==> config.mk <==
export PLATFORM = sky130hd
export DESIGN_NAME = laser_score
export DESIGN_NICKNAME = d
export VERILOG_FILES = /design/src/rtl/laser_score.sv
export SDC_FILE = /design/constraint.sdc
export NUM_CORES = 1
export LEC_CHECK = 0
export BUFFER_PORTS_ARGS = -buffer_cell sky130_fd_sc_hd__buf_2
export CAP_MARGIN = 20
export CORE_MARGIN = 3
export CORE_UTILIZATION = 40
export DETAILED_ROUTE_END_ITERATION = 8
export GPL_TIMING_DRIVEN = 0
export PLACE_DENSITY_LB_ADDON = 0.1
export SKIP_LAST_GASP = 1
export SLEW_MARGIN = 20
export SYNTH_ARGS = -nofsm -noshare
export SYNTH_HDL_FRONTEND = slang
export SYNTH_SLANG_ARGS = --single-unit
==> constraint.sdc <==
create_clock -name CLK -period 9.8 [get_ports CLK]
set_clock_uncertainty 0.05 [all_clocks]
set_input_delay 1.47 -clock CLK [delete_from_list [all_inputs] [get_ports CLK]]
set_output_delay 1.47 -clock CLK [all_outputs]
set_load 0.01 [all_outputs]
==> src/rtl/laser_score.sv <==
// laser_score: coverage checker for the LASER two-circle solver.
// Snoops the NPTS-point X/Y frame, latches both circle centres on the first
// DONE_IN after the frame is complete, then evaluates one buffered point per
// cycle and reports how many points lie inside the union of the two circles.
//
// Ports:
//   CLK, RST          clock (rising edge), synchronous active-high reset
//   IN_VALID, X, Y    point stream; a point is stored each cycle IN_VALID=1 in CAPTURE
//   DONE_IN           solver done; centres C1X..C2Y are sampled on its first edge in WAIT_C
//   C1X, C1Y, C2X, C2Y circle centres
//   BUSY              high unless idle in CAPTURE with no points stored
//   SCORE             covered-point count, held until the next SCORE_VALID
//   SCORE_VALID       one-cycle pulse when SCORE updates
//   C1_CNT, C2_CNT    per-circle hit counts (only with LASER_SCORE_SPLIT_EN)
//
// Optional feature macro: LASER_SCORE_SPLIT_EN
module laser_score #(
  parameter int unsigned NPTS    = 40,
  parameter int unsigned COORD_W = 4,
  parameter int unsigned R2      = 16,
  parameter int unsigned CNT_W   = 6
) (
  input  logic               CLK,
  input  logic               RST,
  input  logic               IN_VALID,
  input  logic [COORD_W-1:0] X,
  input  logic [COORD_W-1:0] Y,
  input  logic               DONE_IN,
  input  logic [COORD_W-1:0] C1X,
  input  logic [COORD_W-1:0] C1Y,
  input  logic [COORD_W-1:0] C2X,
  input  logic [COORD_W-1:0] C2Y,
  output logic               BUSY,
  output logic [CNT_W-1:0]   SCORE,
  output logic               SCORE_VALID
`ifdef LASER_SCORE_SPLIT_EN
  ,
  output logic [CNT_W-1:0]   C1_CNT,
  output logic [CNT_W-1:0]   C2_CNT
`endif
);

  localparam int unsigned SUM_W = 2 * COORD_W + 1;
  localparam int unsigned PT_W  = 2 * COORD_W;
  localparam logic [CNT_W-1:0] LAST_IDX = CNT_W'(NPTS - 1);
  localparam logic [SUM_W-1:0] R2_V     = SUM_W'(R2);

  typedef enum logic [1:0] {CAPTURE, WAIT_C, EVAL, REPORT} state_t;

  state_t             state, state_nxt;
  logic [CNT_W-1:0]   idx, idx_nxt;
  logic [CNT_W-1:0]   acc, acc_nxt;
  logic [CNT_W-1:0]   score_nxt;
  logic               score_valid_nxt, busy_nxt;
  logic [COORD_W-1:0] c1x_q, c1y_q, c2x_q, c2y_q;
  logic [COORD_W-1:0] c1x_nxt, c1y_nxt, c2x_nxt, c2y_nxt;
  logic [PT_W-1:0]    pbuf [NPTS];
  logic [PT_W-1:0]    cur_pt;
  logic               hit1, hit2, hit;
`ifdef LASER_SCORE_SPLIT_EN
  logic [CNT_W-1:0]   acc1, acc1_nxt, acc2, acc2_nxt;
  logic [CNT_W-1:0]   c1_cnt_nxt, c2_cnt_nxt;
`endif

  // Squared distance at full width: 15^2 + 15^2 = 450 needs all 9 bits.
  function automatic logic [SUM_W-1:0] dist2(input logic [COORD_W-1:0] px, input logic [COORD_W-1:0] py,
                                             input logic [COORD_W-1:0] cx, input logic [COORD_W-1:0] cy);
    logic [COORD_W-1:0] dx, dy;
    logic [SUM_W-1:0]   dxe, dye;
    dx  = (px >= cx) ? px - cx : cx - px;
    dy  = (py >= cy) ? py - cy : cy - py;
    dxe = SUM_W'(dx);
    dye = SUM_W'(dy);
    return dxe * dxe + dye * dye;
  endfunction

  // Point buffer; contents need no reset.
  always_ff @(posedge CLK) begin
    if (state == CAPTURE && IN_VALID) pbuf[idx] <= {X, Y};
  end

  assign cur_pt = pbuf[idx];
  assign hit1   = dist2(cur_pt[PT_W-1:COORD_W], cur_pt[COORD_W-1:0], c1x_q, c1y_q) <= R2_V;
  assign hit2   = dist2(cur_pt[PT_W-1:COORD_W], cur_pt[COORD_W-1:0], c2x_q, c2y_q) <= R2_V;
  assign hit    = hit1 | hit2;

  // Next-state and registered-output logic.
  always_comb begin
    state_nxt       = state;
    idx_nxt         = idx;
    acc_nxt         = acc;
    score_nxt       = SCORE;
    score_valid_nxt = 1'b0;
    c1x_nxt         = c1x_q;
    c1y_nxt         = c1y_q;
    c2x_nxt         = c2x_q;
    c2y_nxt         = c2y_q;
`ifdef LASER_SCORE_SPLIT_EN
    acc1_nxt        = acc1;
    acc2_nxt        = acc2;
    c1_cnt_nxt      = C1_CNT;
    c2_cnt_nxt      = C2_CNT;
`endif
    case (state)
      CAPTURE: begin
        if (IN_VALID) begin
          if (idx == LAST_IDX) begin
            state_nxt = WAIT_C;
            idx_nxt   = '0;
          end else begin
            idx_nxt = idx + CNT_W'(1);
          end
        end
      end
      WAIT_C: begin
        if (DONE_IN) begin
          c1x_nxt   = C1X;
          c1y_nxt   = C1Y;
          c2x_nxt   = C2X;
          c2y_nxt   = C2Y;
          acc_nxt   = '0;
          idx_nxt   = '0;
`ifdef LASER_SCORE_SPLIT_EN
          acc1_nxt  = '0;
          acc2_nxt  = '0;
`endif
          state_nxt = EVAL;
        end
      end
      EVAL: begin
        acc_nxt = acc + CNT_W'(hit);
`ifdef LASER_SCORE_SPLIT_EN
        acc1_nxt = acc1 + CNT_W'(hit1);
        acc2_nxt = acc2 + CNT_W'(hit2);
`endif
        if (idx == LAST_IDX) begin
          idx_nxt   = '0;
          state_nxt = REPORT;
        end else begin
          idx_nxt = idx + CNT_W'(1);
        end
      end
      REPORT: begin
        score_nxt       = acc;
        score_valid_nxt = 1'b1;
`ifdef LASER_SCORE_SPLIT_EN
        c1_cnt_nxt      = acc1;
        c2_cnt_nxt      = acc2;
`endif
        idx_nxt         = '0;
        state_nxt       = CAPTURE;
      end
      default: state_nxt = CAPTURE;
    endcase
    // Registered BUSY tracks the state being entered.
    busy_nxt = !(state_nxt == CAPTURE && idx_nxt == '0);
  end

  // State and datapath registers.
  always_ff @(posedge CLK) begin
    if (RST) begin
      state       <= CAPTURE;
      idx         <= '0;
      acc         <= '0;
      c1x_q       <= '0;
      c1y_q       <= '0;
      c2x_q       <= '0;
      c2y_q       <= '0;
      BUSY        <= 1'b0;
      SCORE       <= '0;
      SCORE_VALID <= 1'b0;
`ifdef LASER_SCORE_SPLIT_EN
      acc1        <= '0;
      acc2        <= '0;
      C1_CNT      <= '0;
      C2_CNT      <= '0;
`endif
    end else begin
      state       <= state_nxt;
      idx         <= idx_nxt;
      acc         <= acc_nxt;
      c1x_q       <= c1x_nxt;
      c1y_q       <= c1y_nxt;
      c2x_q       <= c2x_nxt;
      c2y_q       <= c2y_nxt;
      BUSY        <= busy_nxt;
      SCORE       <= score_nxt;
      SCORE_VALID <= score_valid_nxt;
`ifdef LASER_SCORE_SPLIT_EN
      acc1        <= acc1_nxt;
      acc2        <= acc2_nxt;
      C1_CNT      <= c1_cnt_nxt;
      C2_CNT      <= c2_cnt_nxt;
`endif
    end
  end

endmodule

==> flow_metrics.env, run 1 <==
export IMPL_status="completed"
export IMPL_hold_violations=0
export IMPL_num_io_pins=36
export IMPL_first_pass_iters=5
export IMPL_setup_violations=0
export IMPL_routed_wl_mm=47.1
export IMPL_yosys_top_cells_area="edfxtp_1 59%, ha_1 5.0%, dfxtp_1 4.7%"
export IMPL_clockBufferDepth=3
export IMPL_synth_async_reset_ratio_pct=0
export IMPL_synth_cell_types=68
export IMPL_drc=0
export IMPL_fp_row_count=73
export IMPL_worstPathArrival_ns=9.72
export IMPL_grt_pass1_wl_mm=69.0
export IMPL_clock_sinks=358
export IMPL_syn_nets=1311
export IMPL_critPathMaxFanout=10
export IMPL_worstHoldPathType="register to register"
export IMPL_drtIter0Drc=871
export IMPL_drv_cap=0
export IMPL_finish_utilization_pct=46.1
export IMPL_grt_pass1_vias=10308
export IMPL_post_route_period_util_pct=94.8
export IMPL_htreeDepth=2
export IMPL_yosys_area_share_simple_pct=8.41
export IMPL_antenna_found_initial=0
export IMPL_ys_seq_area_share_pct=63.8
export IMPL_place_inst=1748
export IMPL_cts_tree="yes"
export IMPL_r2r_start="idx[0]"
export IMPL_cts_made_buffers=40
export IMPL_clockRootBuffer="clkbuf_16"
export IMPL_gp_congestion=0.879
export IMPL_clk_latency_ns=0.55
export IMPL_crit_required_ns=10.23
export IMPL_netlist_area_um2=16200
export IMPL_cpMostUsedCell="fa_1"
export IMPL_fmax_mhz=108
export IMPL_cellLeakagePower_uw=0.00625
export IMPL_grt_max_degree=41
export IMPL_r2r_cells=29
export IMPL_antenna_left=0
export IMPL_vias=10272
export IMPL_synthAdderAreaFrac_pct=8.70
export IMPL_die_x_um=208
export IMPL_track_usage_pct=21.8
export IMPL_core_area_um2=39900
export IMPL_slew_violations=0
export IMPL_ir_worst_vdd_uv=123
export IMPL_hold_path_depth=2
export IMPL_synth_edf_count=320
export IMPL_synth_avg_cell_area_um2=13.7
export IMPL_area_delta_synth_final_pct=13.4
export IMPL_fp_dieArea_um2=43100
export IMPL_layout_cells_non_filler=1822
export IMPL_initial_core_util_pct=40.7
export IMPL_portBuffers=34
export IMPL_end_kind="register"
export IMPL_muxShareOfSynthArea_pct=3.54
export IMPL_dpl_hpwl_mm=31.4
export IMPL_rsz0062_at_grt="no"
export IMPL_synth_xor_area_share_pct=0.377
export IMPL_max_stage_delay_ns=0.87
export IMPL_crit_buf_inv=4
export IMPL_period_needed_ns=9.29
export IMPL_crit_type="register to register"
export IMPL_r2r_setup_slack_ns=0.51
export IMPL_pwr_density_cell_nw_per_um2=222
export IMPL_max_slew_margin_pct=24.0
export IMPL_startpoint_type="register"
export IMPL_synth_seq_cells=358
export IMPL_yosysWarnings=0
export IMPL_hold_start="SCORE[4]"
export IMPL_multiInputGateArea_um2=5380
export IMPL_startpoint="idx[0]"
export IMPL_viasPerCell=5.64
export IMPL_synth_top_family_by_area="compound AO/OA/AOI/OAI gates"
export IMPL_synthCells=1188
export IMPL_drive_gt1_share_pct=11.0
export IMPL_post_drt_wl_per_cell_um=25.8
export IMPL_finalSetupTns_ns=0
export IMPL_cp_depth=29
export IMPL_regArea_um2=10400
export IMPL_hold_buffers=0
export IMPL_slowest_stage="dlygate4sd1_1"
export IMPL_overflow=0
export IMPL_die_y_um=208
export IMPL_cts_clk_slew_worst_paths_ns=0.06
export IMPL_synth_compound_area_share_pct=11.9
export IMPL_crit_family="adder cells"
export IMPL_fin_nets=1388
export IMPL_ys_flop_type="edfxtp_1"
export IMPL_fillers=3566
export IMPL_tightest_slew_ns=1.14
export IMPL_synth_top_area_share_pct=59.2
export IMPL_synth_top_cell_by_area="edfxtp_1"
[registers in the layout, summed over array words and instances (netlist names)]
signal and flops:
c1y_q 4, state 2, idx 6, BUSY 1, c2y_q 4, pbuf 320
SCORE 6, c2x_q 4, acc 6, SCORE_VALID 1, c1x_q 4
[placed cells by master (no fill, tap or decap), types with 39 or more instances in the layout]
cell type and count:
nor2_1 81, a22oi_1 81, edfxtp_1 320, a21oi_1 65, ha_1 65, clkbuf_16 42
nand2_1 65, mux2i_1 39, inv_1 72, buf_2 47
[worst min-delay path, delay by kind of cell, from the launching register on]
kind             cells  cell delay (ns)
AO/OA/AOI/OAI        1             0.05
flip-flops           1             0.30
AND/OR/NAND/NOR      1             0.05
[timing repair]
item                                    in CTS  in global routing
buffers inserted                             0                  0
endpoints found under the setup margin       5                  5
resized for setup                            5                  5
[kinds of logic after synthesis]
family          after synthesis
flops                       358
fa+ha+maj                    95
buf+inv                     128
mux                          52
simple gates                270
xor+xnor                      7
compound gates              278
[metrics by stage]
stage          instance area (µm²)  total power (µW)  hold slack, ns  setup slack [ns]
2_1_floorplan                16200              2370           0.386              2.38
3_3_place_gp                 17100              2620           0.398            -0.215
3_5_place_dp                 17100              2640           0.400            -0.312
4_1_cts                      18400              4130           0.408            0.0476
5_1_grt                      18400              4350           0.421            0.0901
6_report                     18400              4100           0.404             0.512
[metal layers]
layer  GRT usage, %  wire, µm  part of all wire, %
met1           29.3     20500                   44
met2           36.0     22500                   48
met3           3.90      2850                  6.0
met4           7.35      1270                  2.7
met5              0         0                    0
[report_power, final]
part / switching (µW) / total [µW] / internal (µW)
Clock: 597 / 1480 / 888
Combinational: 556 / 943 / 386
Sequential: 2.04 / 1670 / 1670
Total: 1160 / 4100 / 2940
[synthesized netlist by cell type (all sizes together), types with 4 or more instances]
cell,n
nand3b,12
and3,4
mux2,10
dfxtp,38
ha,65
buf,22
and4,11
a221o,6
o21bai,6
a22o,19
nand2b,6
o211ai,7
fa,30
inv,72
edfxtp,320
a221oi,6
or3,4
or2,9
nor4,7
o22ai,13
nor2,83
nor3,13
a31oi,7
mux2i,39
o21a,6
nand2,65
nand3,19
a22oi,81
xor2,5
a21oi,65
nor2b,17
o21ai,23
clkbuf,34
nand4,4
a21o,9
nor3b,6
[layout make-up]
type | count | share of cell area [%]
well taps | 525 | 3.57
multi-input cells | 702 | 29.2
clock buffers | 50 | 5.87
repair buffers | 35 | 0.985
plain buffers | 56 | 1.43
inverters | 72 | 1.47
flip-flops and latches | 358 | 56.3
clock inverters | 23 | 1.19
diodes | 1 | 0.0136
[path summary, 6_finish.rpt]
path | endpoint
worst max-delay path | acc[4]
worst min-delay path | SCORE[4]
worst max register to register | acc[4]
worst min register to register | SCORE[4]
Power figures use the tool's default switching activity.
==> run 2, diff against run 1 <==
--- a/config.mk
+++ b/config.mk
@@ -7,13 +7,14 @@
 export LEC_CHECK = 0
 export BUFFER_PORTS_ARGS = -buffer_cell sky130_fd_sc_hd__buf_2
 export CAP_MARGIN = 20
+export CELL_PAD_IN_SITES_DETAIL_PLACEMENT = 1
+export CELL_PAD_IN_SITES_GLOBAL_PLACEMENT = 1
 export CORE_MARGIN = 3
 export CORE_UTILIZATION = 40
 export DETAILED_ROUTE_END_ITERATION = 8
 export GPL_TIMING_DRIVEN = 0
 export PLACE_DENSITY_LB_ADDON = 0.1
 export SKIP_LAST_GASP = 1
-export SLEW_MARGIN = 20
 export SYNTH_ARGS = -nofsm -noshare
 export SYNTH_HDL_FRONTEND = slang
 export SYNTH_SLANG_ARGS = --single-unit
==> flow_metrics.env, run 2 (synthesis gave the netlist of run 1 again) <==
export IMPL_clockRootBuffer="clkbuf_16"
export IMPL_fillers=4013
export IMPL_slowest_stage="fa_1"
export IMPL_fp_dieArea_um2=43100
export IMPL_crit_type="register to register"
export IMPL_use_met1_pct=31.7
export IMPL_routed_wl_mm=49.7
export IMPL_startpoint_type="register"
export IMPL_status="completed"
export IMPL_pwr_density_cell_nw_per_um2=221
export IMPL_worstPathArrival_ns=9.60
export IMPL_grtUsageMet3_pct=2.93
export IMPL_drtIter0Drc=843
export IMPL_antenna_left=0
export IMPL_die_x_um=208
export IMPL_top_usage_layer="met2"
export IMPL_gp_congestion=0.845
export IMPL_fin_nets=1393
export IMPL_slew_violations=0
export IMPL_area_delta_synth_final_pct=13.5
export IMPL_post_route_period_util_pct=93.6
export IMPL_die_y_um=208
export IMPL_fmax_mhz=109
export IMPL_p_comb_share_pct=23.2
export IMPL_pwr_share_seq_pct=40.9
export IMPL_post_cts_buffers=0
export IMPL_cpMostUsedCell="fa_1"
export IMPL_worstHoldPathType="register to register"
export IMPL_portBuffers=34
export IMPL_viasPerCell=5.75
export IMPL_num_io_pins=36
export IMPL_num_antenna_cells=0
export IMPL_clkPwrFrac_pct=35.9
export IMPL_finish_utilization_pct=46.2
export IMPL_cts_made_buffers=40
export IMPL_regArea_um2=10400
export IMPL_setup_violations=0
export IMPL_overflow=0
export IMPL_end_kind="register"
export IMPL_grt_pass1_vias=10804
export IMPL_drv_cap=0
export IMPL_vias=10498
export IMPL_largest_register_ffs=320
export IMPL_r2r_setup_slack_ns=0.63
export IMPL_r2r_start="idx[2]"
export IMPL_clk_latency_ns=0.58
export IMPL_hold_violations=0
export IMPL_mostFrequentLayoutCell="edfxtp_1"
export IMPL_fp_row_count=73
export IMPL_dpl_hpwl_mm=33.4
export IMPL_hold_start="SCORE[4]"
export IMPL_crit_required_ns=10.23
export IMPL_multiInputGateArea_um2=5370
export IMPL_critPathMaxFanout=10
export IMPL_max_slew_margin_pct=22.0
export IMPL_p_sw_share_pct=29.1
export IMPL_period_needed_ns=9.17
export IMPL_cellLeakagePower_uw=0.00627
export IMPL_pre_cts_ws_ns=-0.364
export IMPL_grt_util_met2_pct=38.0
export IMPL_clockBufferDepth=3
export IMPL_grt_pass1_wl_mm=72.5
export IMPL_core_area_um2=39900
export IMPL_tightest_slew_ns=1.17
export IMPL_r2r_cells=32
export IMPL_cts_clk_slew_worst_paths_ns=0.06
export IMPL_drc=0
export IMPL_startpoint="idx[2]"
export IMPL_rsz0062_at_grt="no"
export IMPL_initial_core_util_pct=40.7
export IMPL_power_switching_uw=1190
export IMPL_max_stage_delay_ns=0.54
export IMPL_hold_path_depth=2
export IMPL_track_usage_pct=22.9
export IMPL_clock_sinks=358
export IMPL_ir_worst_vdd_uv=152
export IMPL_p_int_uw=2890
export IMPL_cts_tree="yes"
export IMPL_post_drt_wl_per_cell_um=27.2
export IMPL_first_pass_iters=5
export IMPL_grt_max_degree=41
export IMPL_htreeDepth=2
export IMPL_drive_gt1_share_pct=11.8
export IMPL_top_register="pbuf"
export IMPL_antenna_found_initial=0
export IMPL_worst_slack_ns=0.632
export IMPL_final_cell_mix="320 x edfxtp_1, 83 x nor2_1, 81 x a22oi_1"
-- run 2: cell types whose count changed in the layout (fill, tap and decap cells not counted), sizes merged, moves of 2 or more --
cell      change
clkinvlp      +3
buf           +6
bufinv        -2
clkinv        -2
-- run 2: critical path: cells and delay by family (launching register included) --
family / cells / cell delay, ns
DFF: 1 / 0.52
and+or+nand+nor: 4 / 1.11
xor gates and xnor gates: 1 / 0.15
muxes: 1 / 0.26
AOI/OAI and AO/OA: 10 / 1.99
adders and majority gates: 10 / 3.72
buffers and inverters: 6 / 1.23
-- run 2: path summary, 6_finish.rpt --
| check | end |
|---|---|
| max reg2reg | acc[4] |
| min reg2reg | SCORE[4] |
| max | acc[4] |
| min | SCORE[4] |
-- run 2: metrics by stage --
step                cell area, µm²  instances  hold slack [ns]  power [µW]  TNS (ns)
detailed placement           17100       1750            0.395        2660     -1.47
finish                       18400       1826            0.400        4080         0
global placement             17100       1747            0.395        2630    -0.800
global route                 18400       1826            0.424        4330         0
CTS                          18400       1823            0.404        4130         0
floorplan                    16200       1188            0.386        2370         0
-- run 2: power by group through the flow --
stage / registers, µW / logic (µW) / clock network [µW]
6_report: 1670 / 949 / 1470
5_1_grt: 1670 / 1110 / 1550
4_1_cts: 1670 / 964 / 1500
3_5_place_dp: 1700 / 954 / 0
3_3_place_gp: 1700 / 928 / 0
2_1_floorplan: 1700 / 672 / 0
-- run 2: layout make-up --
type | instances | share of cell area (%)
multi-input combinational | 702 | 29.1
clock buffer | 51 | 5.87
sequential | 358 | 56.2
inverter | 72 | 1.47
clock inverter | 22 | 1.09
timing repair buffer | 40 | 1.21
tap | 525 | 3.56
buffer | 56 | 1.44
-- run 2: repair_timing --
item	in CTS	in global routing
pin swaps	0	0
hold buffers	0	0
gates cloned	0	0
resized for setup	7	17
hold endpoints to repair	0	0
setup endpoints to repair	6	5
-- run 2: layer usage --
| metal | vias up | share of wire (%) |
|---|---|---|
| met2 | 295 | 48 |
| met3 | 70 | 5.1 |
| li1 | 4701 | - |
| met1 | 5432 | 44 |
| met5 | - | 0 |
| met4 | 0 | 2.6 |
